==> src/rtl/clk_gen_pkg.sv <==
// -----------------------------------------------------------------------------
// clk_gen_pkg
//   Shared types and constants for clock_pulse_generator and its sub-blocks.
//   - mono_state_t : states of the single-step (monostable) pulse FSM
//   - MODE_ASTABLE / MODE_MONO : encodings of mode_sel / mode_active
// -----------------------------------------------------------------------------
package clk_gen_pkg;

  typedef enum logic [1:0] {
    IDLE     = 2'd0,
    PULSE    = 2'd1,
    WAIT_REL = 2'd2
  } mono_state_t;

  localparam logic MODE_ASTABLE = 1'b0;
  localparam logic MODE_MONO    = 1'b1;

endpackage : clk_gen_pkg

==> src/rtl/push_debouncer.sv <==
// -----------------------------------------------------------------------------
// push_debouncer
//   Synchronises the raw step button into the clk domain, then debounces it:
//   a new level is accepted only after DEBOUNCE_CYCLES consecutive cycles in
//   which the synchronised input differs from the accepted level. A rising
//   edge of the accepted level produces a one-cycle press strobe.
//
//   Ports
//     clk       in   system clock (rising edge)
//     rst_n     in   asynchronous active-low reset
//     push_raw  in   raw, bouncy, asynchronous button (1 = pressed)
//     stable    out  debounced button level
//     press     out  one-cycle strobe, asserted in the first cycle stable is 1
// -----------------------------------------------------------------------------
module push_debouncer #(
  parameter int DEBOUNCE_CYCLES = 16
) (
  input  logic clk,
  input  logic rst_n,
  input  logic push_raw,
  output logic stable,
  output logic press
);

  // The counter only ever needs to reach DEBOUNCE_CYCLES-1.
  localparam int CNT_W = (DEBOUNCE_CYCLES > 1) ? $clog2(DEBOUNCE_CYCLES) : 1;

  logic             sync1_q, sync2_q;
  logic             stable_q, stable_d;
  logic             press_q, press_d;
  logic [CNT_W-1:0] cnt_q, cnt_d;

  // NOTE: every variable assigned in an always_comb gets a default first, so no
  // path can leave it unassigned and infer a latch.
  always_comb begin
    cnt_d    = cnt_q;
    stable_d = stable_q;
    if (sync2_q == stable_q) begin
      cnt_d = '0;
    end else if (cnt_q == CNT_W'(DEBOUNCE_CYCLES - 1)) begin
      // This is the DEBOUNCE_CYCLES-th consecutive differing cycle.
      stable_d = sync2_q;
      cnt_d    = '0;
    end else begin
      cnt_d = cnt_q + CNT_W'(1);
    end
    press_d = stable_d & ~stable_q;
  end

  // NOTE: sequential state uses non-blocking assignments so every flop samples
  // the pre-edge values of the others, independent of statement order.
  always_ff @(posedge clk or negedge rst_n) begin
    if (!rst_n) begin
      sync1_q  <= 1'b0;
      sync2_q  <= 1'b0;
      stable_q <= 1'b0;
      press_q  <= 1'b0;
      cnt_q    <= '0;
    end else begin
      sync1_q  <= push_raw;
      sync2_q  <= sync1_q;
      stable_q <= stable_d;
      press_q  <= press_d;
      cnt_q    <= cnt_d;
    end
  end

  assign stable = stable_q;
  assign press  = press_q;

endmodule : push_debouncer

==> src/rtl/clock_pulse_generator.sv <==
// -----------------------------------------------------------------------------
// clock_pulse_generator
//   Generates the 8-bit computer's clock (clk_out) from the fast system clock.
//     astable    : free-running square wave, half-period = max(half_period,1)
//     monostable : one PULSE_WIDTH-cycle pulse per debounced button press
//   halt only stops the clock while clk_out is low, and the mode only changes
//   while clk_out is low and the FSM is idle, so clk_out never carries a runt.
//
//   Optional feature macro: STEP_COUNT_EN adds the step_count port, a count of
//   clk_out rising edges that wraps at 2^STEP_W.
//
//   Ports
//     clk          in   system clock (rising edge)
//     rst_n        in   asynchronous active-low reset
//     push         in   raw step button (1 = pressed), asynchronous
//     mode_sel     in   0 = astable, 1 = monostable, asynchronous
//     halt         in   1 = stop the clock, asynchronous
//     half_period  in   astable half-period in clk cycles (0 treated as 1)
//     clk_out      out  generated clock, registered
//     busy         out  monostable FSM is not IDLE
//     mode_active  out  mode currently in effect
//     step_count   out  clk_out rising-edge count (STEP_COUNT_EN only)
// -----------------------------------------------------------------------------
module clock_pulse_generator
  import clk_gen_pkg::*;
#(
  parameter int DEBOUNCE_CYCLES = 16,
  parameter int PULSE_WIDTH     = 4,
  parameter int DIV_WIDTH       = 8
`ifdef STEP_COUNT_EN
  ,
  parameter int STEP_W          = 16
`endif
) (
  input  logic                 clk,
  input  logic                 rst_n,
  input  logic                 push,
  input  logic                 mode_sel,
  input  logic                 halt,
  input  logic [DIV_WIDTH-1:0] half_period,
  output logic                 clk_out,
  output logic                 busy,
  output logic                 mode_active
`ifdef STEP_COUNT_EN
  ,
  output logic [STEP_W-1:0]    step_count
`endif
);

  localparam int PCNT_W = (PULSE_WIDTH > 1) ? $clog2(PULSE_WIDTH) : 1;

  logic                 push_stable, press;
  logic                 mode_s1_q, mode_s2_q;
  logic                 halt_s1_q, halt_s2_q;
  mono_state_t          state_q, state_d;
  logic [PCNT_W-1:0]    pcnt_q, pcnt_d;
  logic [DIV_WIDTH-1:0] cnt_q, cnt_d;
  logic [DIV_WIDTH-1:0] h_q, h_d, h_sample;
  logic                 clk_out_q, clk_out_d;
  logic                 mode_q, mode_d;
  logic                 mode_switch, halted;

  push_debouncer #(
    .DEBOUNCE_CYCLES (DEBOUNCE_CYCLES)
  ) u_push_debouncer (
    .clk      (clk),
    .rst_n    (rst_n),
    .push_raw (push),
    .stable   (push_stable),
    .press    (press)
  );

  always_comb begin
    state_d   = state_q;
    pcnt_d    = pcnt_q;
    cnt_d     = cnt_q;
    h_d       = h_q;
    clk_out_d = clk_out_q;
    mode_d    = mode_q;

    h_sample    = (half_period == '0) ? DIV_WIDTH'(1) : half_period;
    mode_switch = !clk_out_q && (state_q == IDLE) && (mode_s2_q != mode_q);
    // A halt request is honoured only in the low phase.
    halted      = halt_s2_q && !clk_out_q;

    if (mode_switch) begin
      // Takes priority over an astable wrap, so a switch into monostable can
      // never leave clk_out high with the FSM idle.
      mode_d = mode_s2_q;
      cnt_d  = '0;
      h_d    = h_sample;
    end else if (mode_q == MODE_ASTABLE) begin
      if (halted) begin
        // Parked at zero so release starts a full low phase.
        cnt_d = '0;
        h_d   = h_sample;
      end else if (cnt_q >= h_q - DIV_WIDTH'(1)) begin
        clk_out_d = ~clk_out_q;
        cnt_d     = '0;
        h_d       = h_sample;
      end else begin
        cnt_d = cnt_q + DIV_WIDTH'(1);
      end
    end else begin
      unique case (state_q)
        IDLE: begin
          if (press && !halt_s2_q) begin
            state_d   = PULSE;
            pcnt_d    = '0;
            clk_out_d = 1'b1;
          end
        end
        PULSE: begin
          if (pcnt_q == PCNT_W'(PULSE_WIDTH - 1)) begin
            state_d   = WAIT_REL;
            clk_out_d = 1'b0;
          end else begin
            pcnt_d = pcnt_q + PCNT_W'(1);
          end
        end
        WAIT_REL: begin
          if (!push_stable) state_d = IDLE;
        end
        default: state_d = IDLE;
      endcase
    end
  end

  always_ff @(posedge clk or negedge rst_n) begin
    if (!rst_n) begin
      mode_s1_q <= MODE_ASTABLE;
      mode_s2_q <= MODE_ASTABLE;
      halt_s1_q <= 1'b0;
      halt_s2_q <= 1'b0;
      state_q   <= IDLE;
      pcnt_q    <= '0;
      cnt_q     <= '0;
      h_q       <= DIV_WIDTH'(1);
      clk_out_q <= 1'b0;
      mode_q    <= MODE_ASTABLE;
    end else begin
      mode_s1_q <= mode_sel;
      mode_s2_q <= mode_s1_q;
      halt_s1_q <= halt;
      halt_s2_q <= halt_s1_q;
      state_q   <= state_d;
      pcnt_q    <= pcnt_d;
      cnt_q     <= cnt_d;
      h_q       <= h_d;
      clk_out_q <= clk_out_d;
      mode_q    <= mode_d;
    end
  end

  assign clk_out     = clk_out_q;
  assign busy        = (state_q != IDLE);
  assign mode_active = mode_q;

`ifdef STEP_COUNT_EN
  logic [STEP_W-1:0] step_q, step_d;

  always_comb begin
    step_d = step_q;
    if (clk_out_d && !clk_out_q) step_d = step_q + STEP_W'(1);
  end

  always_ff @(posedge clk or negedge rst_n) begin
    if (!rst_n) step_q <= '0;
    else        step_q <= step_d;
  end

  assign step_count = step_q;
`endif

endmodule : clock_pulse_generator

==> config.mk <==
export PLATFORM = sky130hd
export DESIGN_NAME = clock_pulse_generator
export DESIGN_NICKNAME = d
export VERILOG_FILES = /design/src/rtl/clk_gen_pkg.sv /design/src/rtl/push_debouncer.sv /design/src/rtl/clock_pulse_generator.sv
export SDC_FILE = /design/constraint.sdc
export NUM_CORES = 1
export LEC_CHECK = 0
export BUFFER_PORTS_ARGS = -buffer_cell sky130_fd_sc_hd__buf_2
export CORE_ASPECT_RATIO = 1.25
export CORE_MARGIN = 2
export CORE_UTILIZATION = 50
export CTS_BUF_LIST = sky130_fd_sc_hd__clkbuf_4 sky130_fd_sc_hd__clkbuf_8 sky130_fd_sc_hd__clkbuf_16
export DETAILED_ROUTE_END_ITERATION = 10
export PLACE_DENSITY = 0.71
export SLEW_MARGIN = 25
export SYNTH_ARGS = -nofsm -noshare
export SYNTH_HDL_FRONTEND = slang
export SYNTH_SLANG_ARGS = --single-unit
==> constraint.sdc <==
create_clock -name clk -period 2.6 [get_ports clk]
set_input_delay 0.13 -clock clk [delete_from_list [all_inputs] [get_ports clk]]
set_output_delay 0.13 -clock clk [all_outputs]
set_load 0.01 [all_outputs]
After elaboration in Yosys (flattened, before gate mapping)
Index checks and enable logic that the tools add are counted.
W data, S select, Z words.
Storage, ports and cells
  register bits after elaboration: 34
  latch bits: 0
  RAM bits: 0
  memory bits (read-only): 0
  bits of input ports: 13
  memories kept: 0
Operators by class
  $add $sub $neg: 4
  $mul: 0
  divide/modulo/power cells: 0
  $lt $le $gt $ge: 1
  equality and inequality tests: 15
  shifts and indexed selects: 0
  muxes and demuxes: 26
  bitwise gates (word level): 4
  reductions and logical operators: 16
Operator list (count)
  $mux W8: 9
  $mux W2: 5
  $reduce_and A5 Y1: 2
  $add A8 B1 Y8 const B: 1
  $ge A8 B8 Y1: 1
  $logic_not A8 Y1: 1
  $mux W4: 2
  $ne A2 B2 Y1 const B: 4
  $sub A8 B1 Y8 const B: 1
  $mux W1: 7
  $pmux W2 S3: 1
  $reduce_and A6 Y1: 1
  $reduce_bool A2 Y1: 3
  $add A4 B1 Y4 const B: 1
  $eq A2 B2 Y1 const B: 2
  $eq A4 B4 Y1 const B: 1
  $logic_and A1 B1 Y1: 4
  $ne A2 B1 Y1 const B: 2
  $pmux W2 S2: 1
  $ne A3 B1 Y1 const B: 1
  $ne A3 B2 Y1 const B: 1
  $ne A3 B3 Y1 const B: 1
  $not A1 Y1: 3
  $reduce_bool A3 Y1: 1
  other kinds (9): 10

Logic depth before layout (Yosys ltp)
Gate-level depths: netlist (run 1).
  depth in word-level cells: 6
  gate-level depth with buffers: 11
  gate-level depth less buffers: 10

Cells and area by module
Synthesis (run 1) repeated with hierarchy kept, for this count alone.
Second synthesis, totals
  cell total of the unflattened synthesis: 171
  area total of the unflattened synthesis: 1799.2 um2
Modules (own cells, without submodules)
  clock_pulse_generator: times used 1, cells an instance 151, area each 1496.4 um2, seq. area each 651.9 um2
  push_debouncer: times used 1, cells an instance 20, area each 302.8 um2, seq. area each 200.2 um2

Worst setup path after synthesis (run 1)
OpenSTA, ideal clock, no wires.
  kind: reg2reg
  from: register h_q[0]
  to: register cnt_q[5]
  setup time: 0.101 ns
  arrival time: 2.381 ns
  data required time: 2.499 ns
  slack: 0.118 ns
  stages on the path, launching flop included: 11
  buffers on the path: 1
  clock period less this slack: 2.482 ns
  path through: dfstp_2 > inv_1 > ha_1 > xnor2_1 > ha_1 > a211oi_1 > o21ai_1 > a211oi_2 > buf_6 > nand2_4 > o311ai_2
Between the ends
  cells in the longest elaborated chain, start to end: 6
Ends and longest elaborated chain
  start: declaration: line clock_pulse_generator.sv:58  | logic [DIV_WIDTH-1:0] h_q, h_d, h_sample;
  start signal: assignment: line clock_pulse_generator.sv:138  | h_q <= DIV_WIDTH'(1);
  start signal: assignment: line clock_pulse_generator.sv:149  | h_q <= h_d;
  $sub A8 B1 Y8: line clock_pulse_generator.sv:97  | end else if (cnt_q >= h_q - DIV_WIDTH'(1)) begin
  $ge A8 B8 Y1: line clock_pulse_generator.sv:97
  $mux W8: line clock_pulse_generator.sv:97
  $mux W8: line clock_pulse_generator.sv:93  | if (halted) begin
  $mux W8: line clock_pulse_generator.sv:92  | end else if (mode_q == MODE_ASTABLE) begin
  $mux W8: line clock_pulse_generator.sv:86  | if (mode_switch) begin
  end signal: assignment: line clock_pulse_generator.sv:148  | cnt_q <= cnt_d;
  end: declaration: line clock_pulse_generator.sv:57  | logic [DIV_WIDTH-1:0] cnt_q, cnt_d;
Every way passes these cells. The select of a mux whose other input is x is not followed.
A chain may end at the register's enable or synchronous reset.

Worst setup path after layout (run 1)
  from: register h_q[2]
  to: register h_q[2]
Between the ends
  cells in the longest elaborated chain, start to end: 4
Ends and longest elaborated chain (line)
  $sub A8 B1 Y8: clock_pulse_generator.sv:97
  $ge A8 B8 Y1: clock_pulse_generator.sv:97
  $reduce_bool A3 Y1 (no line)
  $reduce_and A2 Y1 (no line)
Every way passes these cells.

==> results.sh, run 1 <==
export IMPL_antenna_found_initial=0
export IMPL_hold_viol_final=0
export IMPL_synth_top_area_share_pct=44.84
export IMPL_r2r_start="h_q[2]$_DFFE_PN0P_"
export IMPL_critical_path_buf_inv_count=0
export IMPL_endpoint="h_q[2]$_DFFE_PN0P_"
export IMPL_clockBufferDepth=2
export IMPL_synth_top_area_cell="dfrtp_1"
export IMPL_final_nets=229
export IMPL_period_needed_ns=2.588
export IMPL_cts_sinks=34
export IMPL_syn_avg_cell_area_um2=10.77
export IMPL_layout_commonest_cell="dfrtp_1"
export IMPL_vias_per_cell=5.959
export IMPL_crit_fanout=8
export IMPL_max_slew_margin_pct=51.15
export IMPL_drc_errors=0
export IMPL_dr_pass1_iters=4
export IMPL_grt_pass1_wl_mm=6.141
export IMPL_fp_dieArea_mm2=0.004188
export IMPL_max_cap_viol_count=0
export IMPL_setup_viol=0
export IMPL_syn2layout_area_growth_pct=24.80
export IMPL_netlist_instances=171
export IMPL_arrival_ns=2.75
export IMPL_dp_cells=227
export IMPL_drv_slew=0
export IMPL_synthesis_nets=196
export IMPL_cpPeakStageDelay_ns=0.43
export IMPL_tns_ns=0
export IMPL_h_tree_depth=2
export IMPL_finClkSkew_ns=0.007979
export IMPL_clk_pin_slew_ns=0.06
export IMPL_pin_count=16
export IMPL_ys_seq_area_share_pct=46.26
export IMPL_drive_gt1_share_pct=32.20
export IMPL_grt_max_degree=35
export IMPL_synthArstFlopShare_pct=100.0
export IMPL_cts_buffers=5
export IMPL_portBuffers=15
export IMPL_p_per_area_mw_per_mm2=1142
export IMPL_cp_slowest_cell="dfrtp_1"
export IMPL_via_count=1454
export IMPL_rows=24
export IMPL_ys_ff_latch=34
export IMPL_tightestPinTransition_ns=0.7327
export IMPL_fin_crit_sh_pct=99.55
export IMPL_die_h_um=71.86
export IMPL_grt_use_total_pct=19.24
export IMPL_grt_pass1_vias=1407
export IMPL_path_depth=9
export IMPL_coreArea_mm2=0.003513
export IMPL_dp_final_hpwl_mm=2.546
export IMPL_fmax_ghz=0.3864
export IMPL_crit_family="simple AND/OR/NAND/NOR gates"
export IMPL_cp_data_required_time_ns=2.76
export IMPL_tritoncts="built"
export IMPL_r2r_cells=9
export IMPL_critPathLaunch="h_q[2]$_DFFE_PN0P_"
export IMPL_wl_per_cell_um=16.19
export IMPL_synth_distinct_cells=46
export IMPL_worst_setup_path_type="reg2reg"
export IMPL_synth_area_leaders="dfrtp_1 45%, ha_1 8.2%, mux2_2 4.9%"
export IMPL_start_util_pct=52.42
export IMPL_synth_edf_count=0
export IMPL_synth_warnings=0
export IMPL_ir_drop_v=0.0008958
export IMPL_crit_path_end_kind="flop"
export IMPL_finalNonFillerCells=244
export IMPL_drtIter0Drc=41
export IMPL_path_cells="nor4_4, nand2_1, xor2_1, ha_1, nand2_2, nor3_4, a211oi_4, nor2_4, mux2_4"
export IMPL_r2r_slack_ns=0.01
export IMPL_syn_area_mm2=0.001842
export IMPL_grt_ovfl_total=0
export IMPL_n_antenna_cell=0
export IMPL_antenna_left=0
export IMPL_totalWireLength_mm=3.950
export IMPL_status="complete, no violations"
export IMPL_timing_rr_end="h_q[2]$_DFFE_PN0P_"
export IMPL_clk_latency_ns=0.29
export IMPL_critPathLaunchType="flop"
export IMPL_root_buffer="clkbuf_8"
export IMPL_die_x_um=58.29
export IMPL_synth_ff_type="dfrtp_1"
export IMPL_hold_class="in2reg"
export IMPL_final_cell_mix="31 x dfrtp_1, 15 x buf_2, 12 x nand2_1, 11 x ha_1"
export IMPL_leakage_nw=1.020
export IMPL_globalplace_congestion=0.8333
export IMPL_grt_setup_unrepaired="yes"
cell type report:
type                            instances  area, um2
Fill cell                             254       1215
Multi-Input combinational cell        124       1054
Sequential cell                        34      854.6
Timing Repair Buffer                   29      190.2
Clock buffer                            7      83.83
Tap cell                               39      48.80
Inverter                               10      37.54
Clock inverter                          1      30.03
worst min path at each step:
stage | depth (start not counted) | from | to
2_1_floorplan | 0 | rst_n | clk_out$_DFFE_PN0P_
3_3_place_gp | 1 | rst_n | u_push_debouncer.cnt_q[0]$_DFF_PN0_
3_5_place_dp | 1 | rst_n | u_push_debouncer.cnt_q[3]$_DFF_PN0_
4_1_cts | 2 | half_period[7] | h_q[7]$_DFFE_PN0P_
5_1_grt | 2 | half_period[7] | h_q[7]$_DFFE_PN0P_
6_report | 2 | half_period[4] | h_q[4]$_DFFE_PN0P_
kinds of logic (layout without fill, tap and decap cells):
| group | after synthesis | count (layout) | synth area share, % |
|---|---|---|---|
| xor gates and xnor gates | 9 | 9 | 4.688 |
| and+or+nand+nor | 55 | 55 | 16.64 |
| muxes | 9 | 9 | 5.435 |
| AOI/OAI and AO/OA | 39 | 39 | 15.29 |
| buffers and inverters | 13 | 47 | 3.532 |
| DFF | 34 | 34 | 46.26 |
| adders and majority gates | 12 | 12 | 8.152 |
layer usage:
| metal | global-route usage, % | vias to the layer above | wire length, um |
|---|---|---|---|
| met1 | 22.90 | 717 | 1645 |
| li1 | - | 689 | - |
| met5 | 0 | - | 0 |
| met3 | 5.957 | 8 | 162 |
| met4 | 8.786 | 0 | 74 |
| met2 | 31.46 | 40 | 2067 |
flip-flops by register name, summed over array words and instances (netlist names), 2 cells and up:
name / count
cnt_q: 8
u_push_debouncer.cnt_q: 4
h_q: 8
pcnt_q: 2
state_q: 2
metrics by stage:
| step | util, % | total power, mW | cell area (um2) | worst slack, ns | hold slack, ns |
|---|---|---|---|---|---|
| finish | 65.42 | 2.625 | 2298 | 0.01182 | 0.09576 |
| global route | 65.42 | 2.796 | 2298 | -0.09167 | 0.08933 |
| CTS | 61.18 | 2.310 | 2150 | 0.04212 | 0.09036 |
| detailed placement | 56.23 | 1.784 | 1976 | -0.05484 | 0.2399 |
| global placement | 56.23 | 1.740 | 1976 | -0.01906 | 0.2210 |
| floorplan | - | 1.565 | 1842 | 0.1184 | -0.1656 |
timing repair:
action / CTS / global route
hold buffers: 4 / 0
pin swaps: 0 / 13
buffers inserted: 0 / 6
cloned: 0 / 0
resized for setup: 5 / 23
hold endpoints to repair: 36 / 0
setup endpoints to repair: 6 / 12
report_power, final:
part / internal (mW) / switching [mW] / total [mW] / leakage [nW]
clock network: 0.307 / 0.181 / 0.489 / 0.0593
registers: 0.672 / 0.195 / 0.867 / 0.425
logic: 0.622 / 0.647 / 1.27 / 0.536
Yosys cell counts (all sizes together), types with 2 or more instances:
cell type and instances:
a211oi 2, a21oi 10, a31oi 2, a32o 2, and2 2, and3 3, buf 3, dfrtp 33
ha 12, inv 10, mux2 8, nand2 14, nand3 9, nand4 2, nor2 6, nor2b 4
nor3 4, nor3b 3, nor4 2, o21ai 12, o22ai 3, o31ai 2, or3 2, xnor2 6
xor2 3
Power figures use the tool's default switching activity.
==> run 2, diff against run 1 <==
--- a/config.mk
+++ b/config.mk
@@ -12,6 +12,7 @@
 export CTS_BUF_LIST = sky130_fd_sc_hd__clkbuf_4 sky130_fd_sc_hd__clkbuf_8 sky130_fd_sc_hd__clkbuf_16
 export DETAILED_ROUTE_END_ITERATION = 10
 export PLACE_DENSITY = 0.71
+export REMOVE_ABC_BUFFERS = 1
 export SLEW_MARGIN = 25
 export SYNTH_ARGS = -nofsm -noshare
 export SYNTH_HDL_FRONTEND = slang
==> run 2 against run 1 <==
Final area is 1.6% lower. First-iteration DRC count decreased by 22%. Setup slack better by 0.051 ns. Clock power is 18% higher. Register-to-register slack improved by 0.05 ns. Sequential power decreased by 4.3%. Routed wire length down 11%. Power shrank 2.4%. Sequential share of layout area rose by 0.51 points.
==> results.sh, run 2 (same netlist as run 1, synthesis figures left out) <==
export IMPL_fmax_ghz=0.3942
export IMPL_grt_pass1_wl_mm=6.099
export IMPL_vias_per_cell=5.675
export IMPL_dp_cells=229
export IMPL_final_nets=231
export IMPL_cts_buffers=5
export IMPL_worst_setup_path_type="reg2reg"
export IMPL_crit_path_end_kind="flop"
export IMPL_via_count=1396
export IMPL_portBuffers=15
export IMPL_cp_data_required_time_ns=2.77
export IMPL_dp_final_hpwl_mm=2.533
export IMPL_rows=24
export IMPL_cts_sinks=34
export IMPL_drtIter0Drc=32
export IMPL_path_cells="nor4_2, nand2_1, xor2_1, ha_1, nand2_1, nor3_2, a211oi_2, buf_4, nor2_4, mux2_2"
export IMPL_p_per_area_mw_per_mm2=1133
export IMPL_pin_count=16
export IMPL_clk_pin_slew_ns=0.06
export IMPL_drc_errors=0
export IMPL_die_x_um=58.29
export IMPL_syn2layout_area_growth_pct=22.76
export IMPL_antenna_found_initial=0
export IMPL_hold_class="in2reg"
export IMPL_leakage_nw=1.004
export IMPL_crit_family="simple AND/OR/NAND/NOR gates"
export IMPL_tightestPinTransition_ns=0.7363
export IMPL_root_buffer="clkbuf_8"
export IMPL_fp_dieArea_mm2=0.004188
export IMPL_grt_ovfl_total=0
export IMPL_critPathLaunchType="flop"
export IMPL_max_cap_viol_count=0
export IMPL_reg_largest_list="cnt_q (8), h_q (8), u_push_debouncer.cnt_q (4)"
export IMPL_tritoncts="built"
export IMPL_n_antenna_cell=0
export IMPL_cp_slowest_cell="dfrtp_1"
export IMPL_ir_drop_v=0.0008545
export IMPL_die_h_um=71.86
export IMPL_drv_slew=0
export IMPL_wl_per_cell_um=14.34
export IMPL_clockBufferDepth=2
export IMPL_antenna_left=0
export IMPL_final_cell_mix="33 x dfrtp_1, 15 x buf_2, 13 x nand2_1, 12 x buf_4, 11 x ha_1"
export IMPL_period_needed_ns=2.537
export IMPL_grt_use_total_pct=19.13
export IMPL_hold_viol_final=0
export IMPL_start_util_pct=52.42
export IMPL_arrival_ns=2.71
export IMPL_place_ws_ns=-0.03233
export IMPL_totalWireLength_mm=3.527
export IMPL_critical_path_buf_inv_count=1
export IMPL_grt_pass1_vias=1426
export IMPL_crit_fanout=8
export IMPL_status="complete, no violations"
export IMPL_cpMostUsedCell="nand2_1"
export IMPL_drive_gt1_share_pct=30.43
export IMPL_grt_setup_unrepaired="yes"
export IMPL_fin_crit_sh_pct=97.58
export IMPL_dr_pass1_iters=4
export IMPL_finalNonFillerCells=246
export IMPL_max_slew_margin_pct=50.91
export IMPL_grt_max_degree=35
export IMPL_h_tree_depth=2
export IMPL_finClkSkew_ns=0.004536
export IMPL_clk_latency_ns=0.29
export IMPL_setup_viol=0
export IMPL_coreArea_mm2=0.003513
export IMPL_layout_commonest_cell="dfrtp_1"
export IMPL_cpPeakStageDelay_ns=0.42
export IMPL_globalplace_congestion=0.8153
export IMPL_setup_ws_ns=0.06296
## run 2: cell type report
type / count / area, um2
fillers: 266 / 1252
multi-input cells: 124 / 979.7
flip-flops and latches: 34 / 852.1
repair buffers: 31 / 205.2
clock buffers: 5 / 68.82
clock inverters: 3 / 68.82
well taps: 39 / 48.80
inverters: 10 / 37.54
## run 2: repair_timing
| action | 4_1_cts | 5_1_grt |
|---|---|---|
| buffers inserted | 2 | 3 |
| pin swaps | 1 | 6 |
| hold buffers | 4 | 0 |
| endpoints found under the hold margin | 36 | 0 |
| resized for setup | 2 | 9 |
| setup endpoints to repair | 9 | 16 |
## run 2: through the flow
stage / power, mW / TNS, ns / utilization, % / cell area (um2) / hold slack [ns]
floorplan: 1.520 / -0.9854 / - / 1814 / -0.1656
global placement: 1.769 / 0 / 56.66 / 1991 / 0.2207
detailed placement: 1.821 / -0.1369 / 56.66 / 1991 / 0.2325
CTS: 2.463 / 0 / 62.29 / 2188 / 0.09301
global route: 2.732 / -0.2095 / 64.35 / 2261 / 0.09358
finish: 2.561 / 0 / 64.35 / 2261 / 0.09864
## run 2: power breakdown
group | switching, mW | internal, mW | total, mW
clock | 0.193 | 0.384 | 0.577
combinational | 0.573 | 0.581 | 1.15
sequential | 0.160 | 0.669 | 0.830
total | 0.927 | 1.63 | 2.56
## run 2: routing by layer
layer	track usage, %	share of wire, %	wire length (um)	vias up
li1	-	-	-	693
met1	22.43	43	1529	677
met2	32.33	52	1827	18
met3	5.235	3.2	112	8
met4	8.269	1.6	57	0
met5	0	0	0	-
## run 2: worst paths after layout
kind / from / endpoint / slack [ns] / depth (start not counted)
setup / recovery: h_q[5]$_DFFE_PN0P_ / h_q[5]$_DFFE_PN0P_ / 0.06 / 10
hold / removal: half_period[4] / h_q[4]$_DFFE_PN0P_ / 0.1 / 2
setup reg to reg: h_q[5]$_DFFE_PN0P_ / h_q[5]$_DFFE_PN0P_ / 0.06 / 10
hold reg to reg: halt_s1_q$_DFF_PN0_ / halt_s2_q$_DFF_PN0_ / 0.35 / 0
max in group asynchronous: rst_n / h_q[7]$_DFFE_PN0P_ / 1.69 / 2
min in group asynchronous: rst_n / pcnt_q[1]$_DFFE_PN0P_ / 0.44 / 2
## run 2: worst register-to-register path: stages (launching register included)
cell,delay (ns)
dfrtp_1,0.42
nor4_2,0.34
nand2_1,0.10
xor2_1,0.15
ha_1,0.29
nand2_1,0.09
nor3_2,0.16
a211oi_2,0.11
buf_4,0.17
nor2_4,0.23
mux2_2,0.37
